File: src/rtl/serial_subtractor_if.sv
// Start/busy/done handshake and operand/result bundle for the bit-serial subtractor.
interface serial_subtractor_if #(
  parameter int unsigned WIDTH = 8
);
  logic             start;
  logic [WIDTH-1:0] a;
  logic [WIDTH-1:0] b;
  logic             busy;
  logic             done;
  logic [WIDTH-1:0] diff;
  logic             borrow;
  logic             overflow;
  logic             zero;

  modport master (
    output start, a, b,
    input  busy, done, diff, borrow, overflow, zero
  );

  modport slave (
    input  start, a, b,
    output busy, done, diff, borrow, overflow, zero
  );
endinterface

File: src/rtl/serial_subtractor.sv
// Bit-serial two's-complement subtractor: diff = a - b, LSB first, one full-adder cell
// computing a + ~b + 1 with a registered carry. Multi-cycle start/busy/done unit.
module serial_subtractor #(
  parameter int unsigned WIDTH = 8
) (
  input logic              clk,
  input logic              rst_n,
  serial_subtractor_if.slave bus
);
  localparam int unsigned CW = $clog2(WIDTH) + 1;

  typedef enum logic [1:0] {StIdle, StRun, StDone} state_e;

  state_e           r_state, w_state_next;
  logic [WIDTH-1:0] r_a_sh, r_b_sh, r_res, r_diff;
  logic [CW-1:0]    r_count;
  logic             r_c, r_borrow, r_overflow, r_zero;

  logic             w_nb, w_s, w_c_next, w_accept, w_last;
  logic [WIDTH-1:0] w_diff_final;

  always_comb begin
    w_nb         = ~r_b_sh[0];
    w_s          = r_a_sh[0] ^ w_nb ^ r_c;
    w_c_next     = (r_a_sh[0] & w_nb) | (r_c & (r_a_sh[0] ^ w_nb));
    w_diff_final = {w_s, r_res[WIDTH-1:1]};
    w_accept     = bus.start && (r_state != StRun);
    w_last       = (r_state == StRun) && (r_count == CW'(WIDTH - 1));
  end

  always_comb begin
    w_state_next = r_state;
    case (r_state)
      StIdle:  if (bus.start) w_state_next = StRun;
      StRun:   if (w_last) w_state_next = StDone;
      StDone:  w_state_next = bus.start ? StRun : StIdle;
      default: w_state_next = StIdle;
    endcase
  end

  always_ff @(posedge clk or negedge rst_n) begin
    if (!rst_n) begin
      r_state    <= StIdle;
      r_a_sh     <= '0;
      r_b_sh     <= '0;
      r_res      <= '0;
      r_diff     <= '0;
      r_count    <= '0;
      r_c        <= 1'b0;
      r_borrow   <= 1'b0;
      r_overflow <= 1'b0;
      r_zero     <= 1'b0;
    end else begin
      r_state <= w_state_next;
      if (w_accept) begin
        r_a_sh  <= bus.a;
        r_b_sh  <= bus.b;
        r_res   <= '0;
        r_c     <= 1'b1;
        r_count <= '0;
      end else if (r_state == StRun) begin
        r_a_sh  <= r_a_sh >> 1;
        r_b_sh  <= r_b_sh >> 1;
        r_res   <= w_diff_final;
        r_c     <= w_c_next;
        r_count <= r_count + CW'(1);
        if (w_last) begin
          // Signed overflow: carry into the MSB differs from carry out of it.
          r_diff     <= w_diff_final;
          r_borrow   <= ~w_c_next;
          r_overflow <= r_c ^ w_c_next;
          r_zero     <= (w_diff_final == '0);
        end
      end
    end
  end

  assign bus.busy     = (r_state == StRun);
  assign bus.done     = (r_state == StDone);
  assign bus.diff     = r_diff;
  assign bus.borrow   = r_borrow;
  assign bus.overflow = r_overflow;
  assign bus.zero     = r_zero;
endmodule
File: src/flat_wrapper.sv
// flat-port wrapper written by rule: the top's interface ports become plain ports
module serial_subtractor_flat 
#(
  parameter int unsigned WIDTH = 8
)
  (clk, rst_n, bus_start, bus_a, bus_b, bus_busy, bus_done, bus_diff, bus_borrow, bus_overflow, bus_zero);
  serial_subtractor_if #(.WIDTH(WIDTH)) bus_i ();
  input logic clk;
  input logic rst_n;
  input wire logic [$bits(bus_i.start)-1:0] bus_start;
  input wire logic [$bits(bus_i.a)-1:0] bus_a;
  input wire logic [$bits(bus_i.b)-1:0] bus_b;
  output wire logic [$bits(bus_i.busy)-1:0] bus_busy;
  output wire logic [$bits(bus_i.done)-1:0] bus_done;
  output wire logic [$bits(bus_i.diff)-1:0] bus_diff;
  output wire logic [$bits(bus_i.borrow)-1:0] bus_borrow;
  output wire logic [$bits(bus_i.overflow)-1:0] bus_overflow;
  output wire logic [$bits(bus_i.zero)-1:0] bus_zero;
  assign bus_i.start = bus_start;
  assign bus_i.a = bus_a;
  assign bus_i.b = bus_b;
  assign bus_busy = bus_i.busy;
  assign bus_done = bus_i.done;
  assign bus_diff = bus_i.diff;
  assign bus_borrow = bus_i.borrow;
  assign bus_overflow = bus_i.overflow;
  assign bus_zero = bus_i.zero;
  serial_subtractor #(.WIDTH(WIDTH)) u_core (.clk(clk), .rst_n(rst_n), .bus(bus_i));
endmodule
File: config.mk
export PLATFORM = sky130hd
export DESIGN_NAME = serial_subtractor_flat
export DESIGN_NICKNAME = d
export VERILOG_FILES = /design/src/rtl/serial_subtractor_if.sv /design/src/rtl/serial_subtractor.sv /design/src/flat_wrapper.sv
export SDC_FILE = /design/constraint.sdc
export NUM_CORES = 1
export LEC_CHECK = 0
export CAP_MARGIN = 20
export CORE_ASPECT_RATIO = 1.1
export CORE_UTILIZATION = 55
export CTS_BUF_LIST = sky130_fd_sc_hd__clkbuf_16
export DETAILED_ROUTE_END_ITERATION = 8
export PLACE_DENSITY = 0.84
export SYNTH_ARGS = -nofsm -noshare
export SYNTH_HDL_FRONTEND = slang
export SYNTH_SLANG_ARGS = --single-unit
File: constraint.sdc
create_clock -name clk -period 4 [get_ports clk]
set_clock_uncertainty 0.15 [all_clocks]
set_input_delay 0.8 -clock clk [delete_from_list [all_inputs] [get_ports clk]]
set_output_delay 0.8 -clock clk [all_outputs]
set_load 0.02 [all_outputs]
* Word-level counts from Yosys, hierarchy flattened
Index checks and enable logic that the tools add are counted.
Cells by class: add/sub/neg operators 1, eq/ne operators 6, multiplexer cells 14, bitwise operators 9, reduce and logical (&&, ||, !) cells 7
Operator list (number):
- $mux W8 | 6
- $logic_not A8 Y1 | 1
- $mux W4 | 2
- $pmux W2 S3 | 1
- $add A4 B1 Y4 const B | 1
- $eq A4 B3 Y1 const B | 1
- $mux W2 | 2
- $ne A2 B1 Y1 const B | 2
- $mux W1 | 3
- $not A1 Y1 | 3
- $reduce_and A3 Y1 | 1
- $xor A1 B1 Y1 | 3
- $and A1 B1 Y1 | 2
- $eq A2 B1 Y1 const B | 1
- $eq A2 B2 Y1 const B | 1
- $logic_and A1 B1 Y1 | 2
- $logic_not A2 Y1 | 1
- $ne A2 B2 Y1 const B | 1
- $reduce_and A2 Y1 | 1
- $reduce_bool A2 Y1 | 1
- $or A1 B1 Y1 | 1
Word-level totals: flip-flop bits (word level) 42, output and inout bits 13, logic and storage cells 47

* Depth between registers and ports, before layout
Gate-level depths: netlist (run 1).
word-level depth 6, mapped depth 5, depth with buffers taken out 5

* Worst setup path after synthesis (run 1)
No wires, ideal clock.
path kind reg-to-output, start register u_core.r_state[0], end output bus_busy, data arrival time 0.994 ns, data required time 3.050 ns, slack 2.056 ns, cell stages (with the launch flop) 4, path buffers 2, cells stage by stage dfrtp_1 -> nor2b_2 -> buf_6 -> clkbuf_1
On the way: longest elaborated chain between the ends 1
Ends and longest elaborated chain:
- from (decl) | line serial_subtractor.sv:14 | state_e r_state, w_state_next;
- from (signal assigned) | line serial_subtractor.sv:43 | r_state <= StIdle;
- from (signal assigned) | line serial_subtractor.sv:54 | r_state <= w_state_next;
- $eq A2 B1 Y1 | line serial_subtractor.sv:78 | assign bus.busy = (r_state == StRun);
- to (decl) | line flat_wrapper.sv:13 | output wire logic [$bits(bus_i.busy)-1:0] bus_busy;
No other way between the ends.

* Worst setup path in the final report (run 1)
Same ends and word-level chain as after synthesis.

==> results.ini, run 1 <==
[sta]
holdWs_ns=0.334
hold_viol=0
rsz0062_at_grt=false
slew_violations=0
slew_headroom=0.415
maxClockFrequency_ghz=0.351
setup_violations=0
max_slew.worst_pin.slew_ns=0.878
period_share=0.712
period_minus_slack_ns=2.85
tns_ns=0

[critical_path]
crit_chain=nor2b_2 -> buf_4 -> clkdlybuf4s50_1
crit_path_start_kind=flop
cp_max_fo=55
worst-path-stages=3
path_delay_family=buffers and inverters
reg2reg_slack_ns=1.66
cp-end-kind=output pin
r2r_start=u_core.r_state[0]
ff2ff_path_depth=4
startpoint=u_core.r_state[0]
crit_required_ns=3.05
critical_path_class=flop to output pin
arrival_ns=1.90
critPathMaxStageDelay_ns=0.69
crit_path_top_delay_cell=clkdlybuf4s50_1
worst-path-buf-inv=2
r2r-end=u_core.bus.diff[1]

[synthesis]
yosysMostFrequentCell=dfrtp_1
synthTopCellsByArea=dfrtp_1 57%, mux2i_1 10%, o21ai_0 7.2%
synth_flop_cell=dfrtp_1
synth-warning-count=0
async_reset_ff_frac=1.00
synth_top_area_frac=0.568
yosysSeqAreaShare=0.568
yosys-top-cells-count=41 x dfrtp_1, 33 x nand2_1, 26 x o21ai_0
synth_area_leader_cell=dfrtp_1
synthDistinctLibCells=24
synth_cells=158
ys_ff_latch=41
avgSynthCellArea_um2=11.4
synth_edf_count=0
netlist_area_mm2=0.00181
syn_nets=179

[drt]
drt_iter0_markers=38
drt_pass1_iterations=4
wire_per_inst_um=14.6
via_count=1237
viasPerCell=5.52
antenna_left=0
drt_drc_violations_left=0
finalWirelength_um=3280

[cts]
root_buffer=clkbuf_16
h-tree-depth=2
cts_made_buffers=5
cts-resized-gates=0
ctsHoldBuffers=0
cts_buffer_depth=2
cts_tree=yes
clkTransAtPathRegs_ns=0.05
cts_sinks=41
clk_latency_ns=0.28
post-cts-setup-buffer-count=0

[final_layout]
fin_area_mm2=0.00226
drive_above_1_share=0.116
syn_to_final_growth_pct=24.9
nets=210
diodes=0

[global_routing]
grt_pass1_vias=1289
grt_max_degree=56
grtUsageTotal=0.222
antenna_found_initial=0
grt_overflow_total=0
grt_pass1_wl_um=5900

[job]
maxCapViolCount=0

[die]
dieArea_mm2=0.00352
initial_core_util=0.588
fp.coreArea_mm2=0.00307
dieWidth_um=56.6
die_h_um=62.1
fp-row-count=21
num_io_pins=32

[hold_path]
hp-class=flop to flop
min_to=u_core.r_a_sh[5]
whs_path_depth=2
holdCritStartpoint=u_core.r_a_sh[6]

[placed_design]
post_dp_cell_area_mm2=0.00212
numPortBuffers=31
place_congestion=0.720
hpwl_um=2210

[power_and_ir_drop]
pwr_density_cell_mw_per_mm2=769
p_leak_nw=1.03
ir_worst_vdd_mv=0.547
power.total_mw=1.74

[status]
outcome=completed

## stage by stage
stage	utilization	std cells	setup slack, ns
finish	0.734	224	1.15
global placement	0.689	216	1.52
CTS	0.734	224	1.15
floorplan	-	158	2.06
global route	0.734	224	1.03
detailed placement	0.689	216	1.46
## worst reg2reg max path, cell delays in order (launching register included)
cell,delay (ns)
dfrtp_1,0.38
nor2b_2,0.15
buf_4,0.39
nor3b_4,0.75
mux2_2,0.42
## cell type report
class                           count  area (um2)
Sequential cell                    41        1030
Fill cell                         213         817
Multi-Input combinational cell    104         714
Timing Repair Buffer               33         320
Clock buffer                        5         125
Tap cell                           34        42.5
Inverter                            4        15.0
Clock inverter                      3        13.8
## registers in the layout, indices dropped and copies added (netlist names)
name and cells:
u_core.bus.overflow 1, u_core.r_a_sh 8, u_core.r_state 2, u_core.r_count 4
u_core.r_res 7, u_core.bus.zero 1, u_core.r_c 1, u_core.bus.diff 8
u_core.bus.borrow 1, u_core.r_b_sh 8
## cell families after synthesis
family | share of synthesized area
simple gates | 0.110
xor+xnor | 0.00970
buf+inv | 0.0367
compound gates | 0.0810
fa+ha+maj | 0.0180
mux | 0.177
flops | 0.568
## power by group
part	switching, mW	leakage [nW]	internal [mW]
Clock	0.145	0.0748	0.226
Sequential	0.125	0.521	0.592
Combinational	0.332	0.435	0.317
## worst max path at each step
stage,to,slack [ns]
2_1_floorplan,bus_busy,2.06
3_3_place_gp,bus_busy,1.52
3_5_place_dp,bus_busy,1.46
4_1_cts,bus_busy,1.15
5_1_grt,bus_busy,1.03
6_report,bus_busy,1.15
## metal layers
metal  routed length, um  vias to the layer above  GRT usage
li1                    -                      594          -
met1                1330                      601      0.275
met5                   0                        -          0
met3                 122                        9     0.0500
met2                1750                       33      0.365
met4                  78                        0      0.110
## cells in the final DEF (no fill, tap or decap), drive strengths merged
cell and instances:
nor4 2, clkdlybuf4s50 30, mux2 10, clkinv 3
and2b 1, fa 1, nor3b 1, o211ai 1
clkbuf 5, ha 1, nand2 33, xnor2 1
xor2 1, a22o 1, nor2b 1, nand3b 1
nand3 1, nor2 4, mux2i 18, o21ai 26
inv 4, dfrtp 41, buf 3
No activity file was read; power rests on OpenSTA's default activity.
==> run 2, diff against run 1 <==
- CORE_UTILIZATION: 55 -> 46
- PLACE_DENSITY: 0.84 -> 0.75
- clock period: 4 -> 2.4 ns (I/O delays scaled with it)
==> results.ini, run 2 (synthesis gave the netlist of run 1 again) <==
[cts]
cts_sinks=41
h-tree-depth=2
post-cts-setup-buffer-count=0
clkTransAtPathRegs_ns=0.05
clk_latency_ns=0.28
root_buffer=clkbuf_16
cts_buffer_depth=2
ctsHoldBuffers=0
cts_made_buffers=5
cts_tree=yes
cts-resized-gates=0

[placed_design]
post-place-ws_ns=0.442
hpwl_um=2320
dp_cells=236
numPortBuffers=31
place_congestion=0.728

[critical_path]
cp-end-kind=output pin
critPathMaxStageDelay_ns=0.64
crit_path_top_delay_cell=clkdlybuf4s50_1
arrival_ns=1.51
crit_chain=nor2b_2 -> clkdlybuf4s50_1
crit_path_start_kind=flop
cp_max_fo=4
worst-path-buf-inv=1
crit_required_ns=1.77
path_delay_family=buffers and inverters
ff2ff_path_depth=5
worst-path-stages=2
critical_path_class=flop to output pin

[global_routing]
grt_overflow_total=0
grt_pass1_vias=1240
grt_max_degree=54
grtUsageTotal=0.185
grt_pass1_wl_um=5490
antenna_found_initial=0

[power_and_ir_drop]
p_leak_nw=1.05
pwr_density_cell_mw_per_mm2=1250
ir_worst_vdd_mv=0.521
power.total_mw=2.88

[die]
num_io_pins=32
die_h_um=67.7
fp.coreArea_mm2=0.00371
initial_core_util=0.487
dieWidth_um=61.8
fp-row-count=23
dieArea_mm2=0.00418

[hold_path]
hp-class=input port to async pin

[final_layout]
syn_to_final_growth_pct=27.4
nets=214
final_cells=243
nFillCells=316
layout_commonest_cell=dfrtp_1
diodes=0
drive_above_1_share=0.124
final_cell_mix=41 x dfrtp_1, 33 x nand2_1, 30 x clkdlybuf4s50_1

[sta]
period_share=0.891
max_slew.worst_pin.slew_ns=0.575
worst_slack_ns=0.260
setup_violations=0
slew_headroom=0.617
hold_viol=0
slew_violations=0
holdWs_ns=0.0486
rsz0062_at_grt=false
tns_ns=0
period_minus_slack_ns=2.14
maxClockFrequency_ghz=0.467

[status]
outcome=completed

[drt]
finalWirelength_um=3270
wire_per_inst_um=13.5
drt_pass1_iterations=4
via_count=1252
drt_iter0_markers=40
antenna_left=0
viasPerCell=5.15
drt_drc_violations_left=0

[job]
maxCapViolCount=0

==> run 2: changes by cell type in the layout (fill, tap and decap cells not counted) <==
| cell | previous run | this run |
|---|---|---|
| buf_4 | 2 | 6 |
| clkinv_1 | 1 | 2 |
| clkinv_2 | 2 | 0 |
==> run 2: final timing paths <==
kind / end / slack [ns] / startpoint
worst max-delay path: bus_busy / 0.26 / u_core.r_state[0]
worst min-delay path: u_core.bus.diff[5] / 0.05 / rst_n
min in group clk: u_core.r_b_sh[2] / 0.33 / u_core.r_b_sh[3]
worst min register to register: u_core.r_b_sh[2] / 0.33 / u_core.r_b_sh[3]
max in group asynchronous: u_core.r_count[0] / 1.51 / rst_n
worst max register to register: u_core.bus.diff[0] / 0.73 / u_core.r_count[1]
==> run 2: metal layers <==
metal / GRT usage / share of wire / up-vias
li1: - / - / 603
met1: 0.217 / 0.43 / 612
met2: 0.312 / 0.52 / 33
met3: 0.0670 / 0.038 / 4
met4: 0.0583 / 0.0095 / 0
met5: 0 / 0 / -
==> run 2: final cells by class <==
class,instances,area (um2),area share
tap,50,62.6,0.0272
clock buffer,5,125,0.0544
sequential,41,1030,0.446
timing repair buffer,37,350,0.152
clock inverter,2,7.51,0.00326
inverter,4,15.0,0.00653
multi-input combinational,104,714,0.310
==> run 2: report_power, final <==
part / total, mW / internal, mW / switching (mW) / leakage, nW
Combinational: 1.08 / 0.537 / 0.542 / 0.456
Clock: 0.611 / 0.371 / 0.240 / 0.0685
Sequential: 1.19 / 0.986 / 0.206 / 0.521
==> run 2: through the flow <==
step	instance area (um2)	utilization
2_1_floorplan	1810	-
3_3_place_gp	2170	0.584
4_1_cts	2300	0.620
6_report	2300	0.620
5_1_grt	2300	0.620
3_5_place_dp	2170	0.584
==> run 3, diff against run 2 <==
- GPL_TIMING_DRIVEN: default -> 1
==> results of run 3 <==
Same layout as run 2: the final DEF is identical, and so are final timing and power.
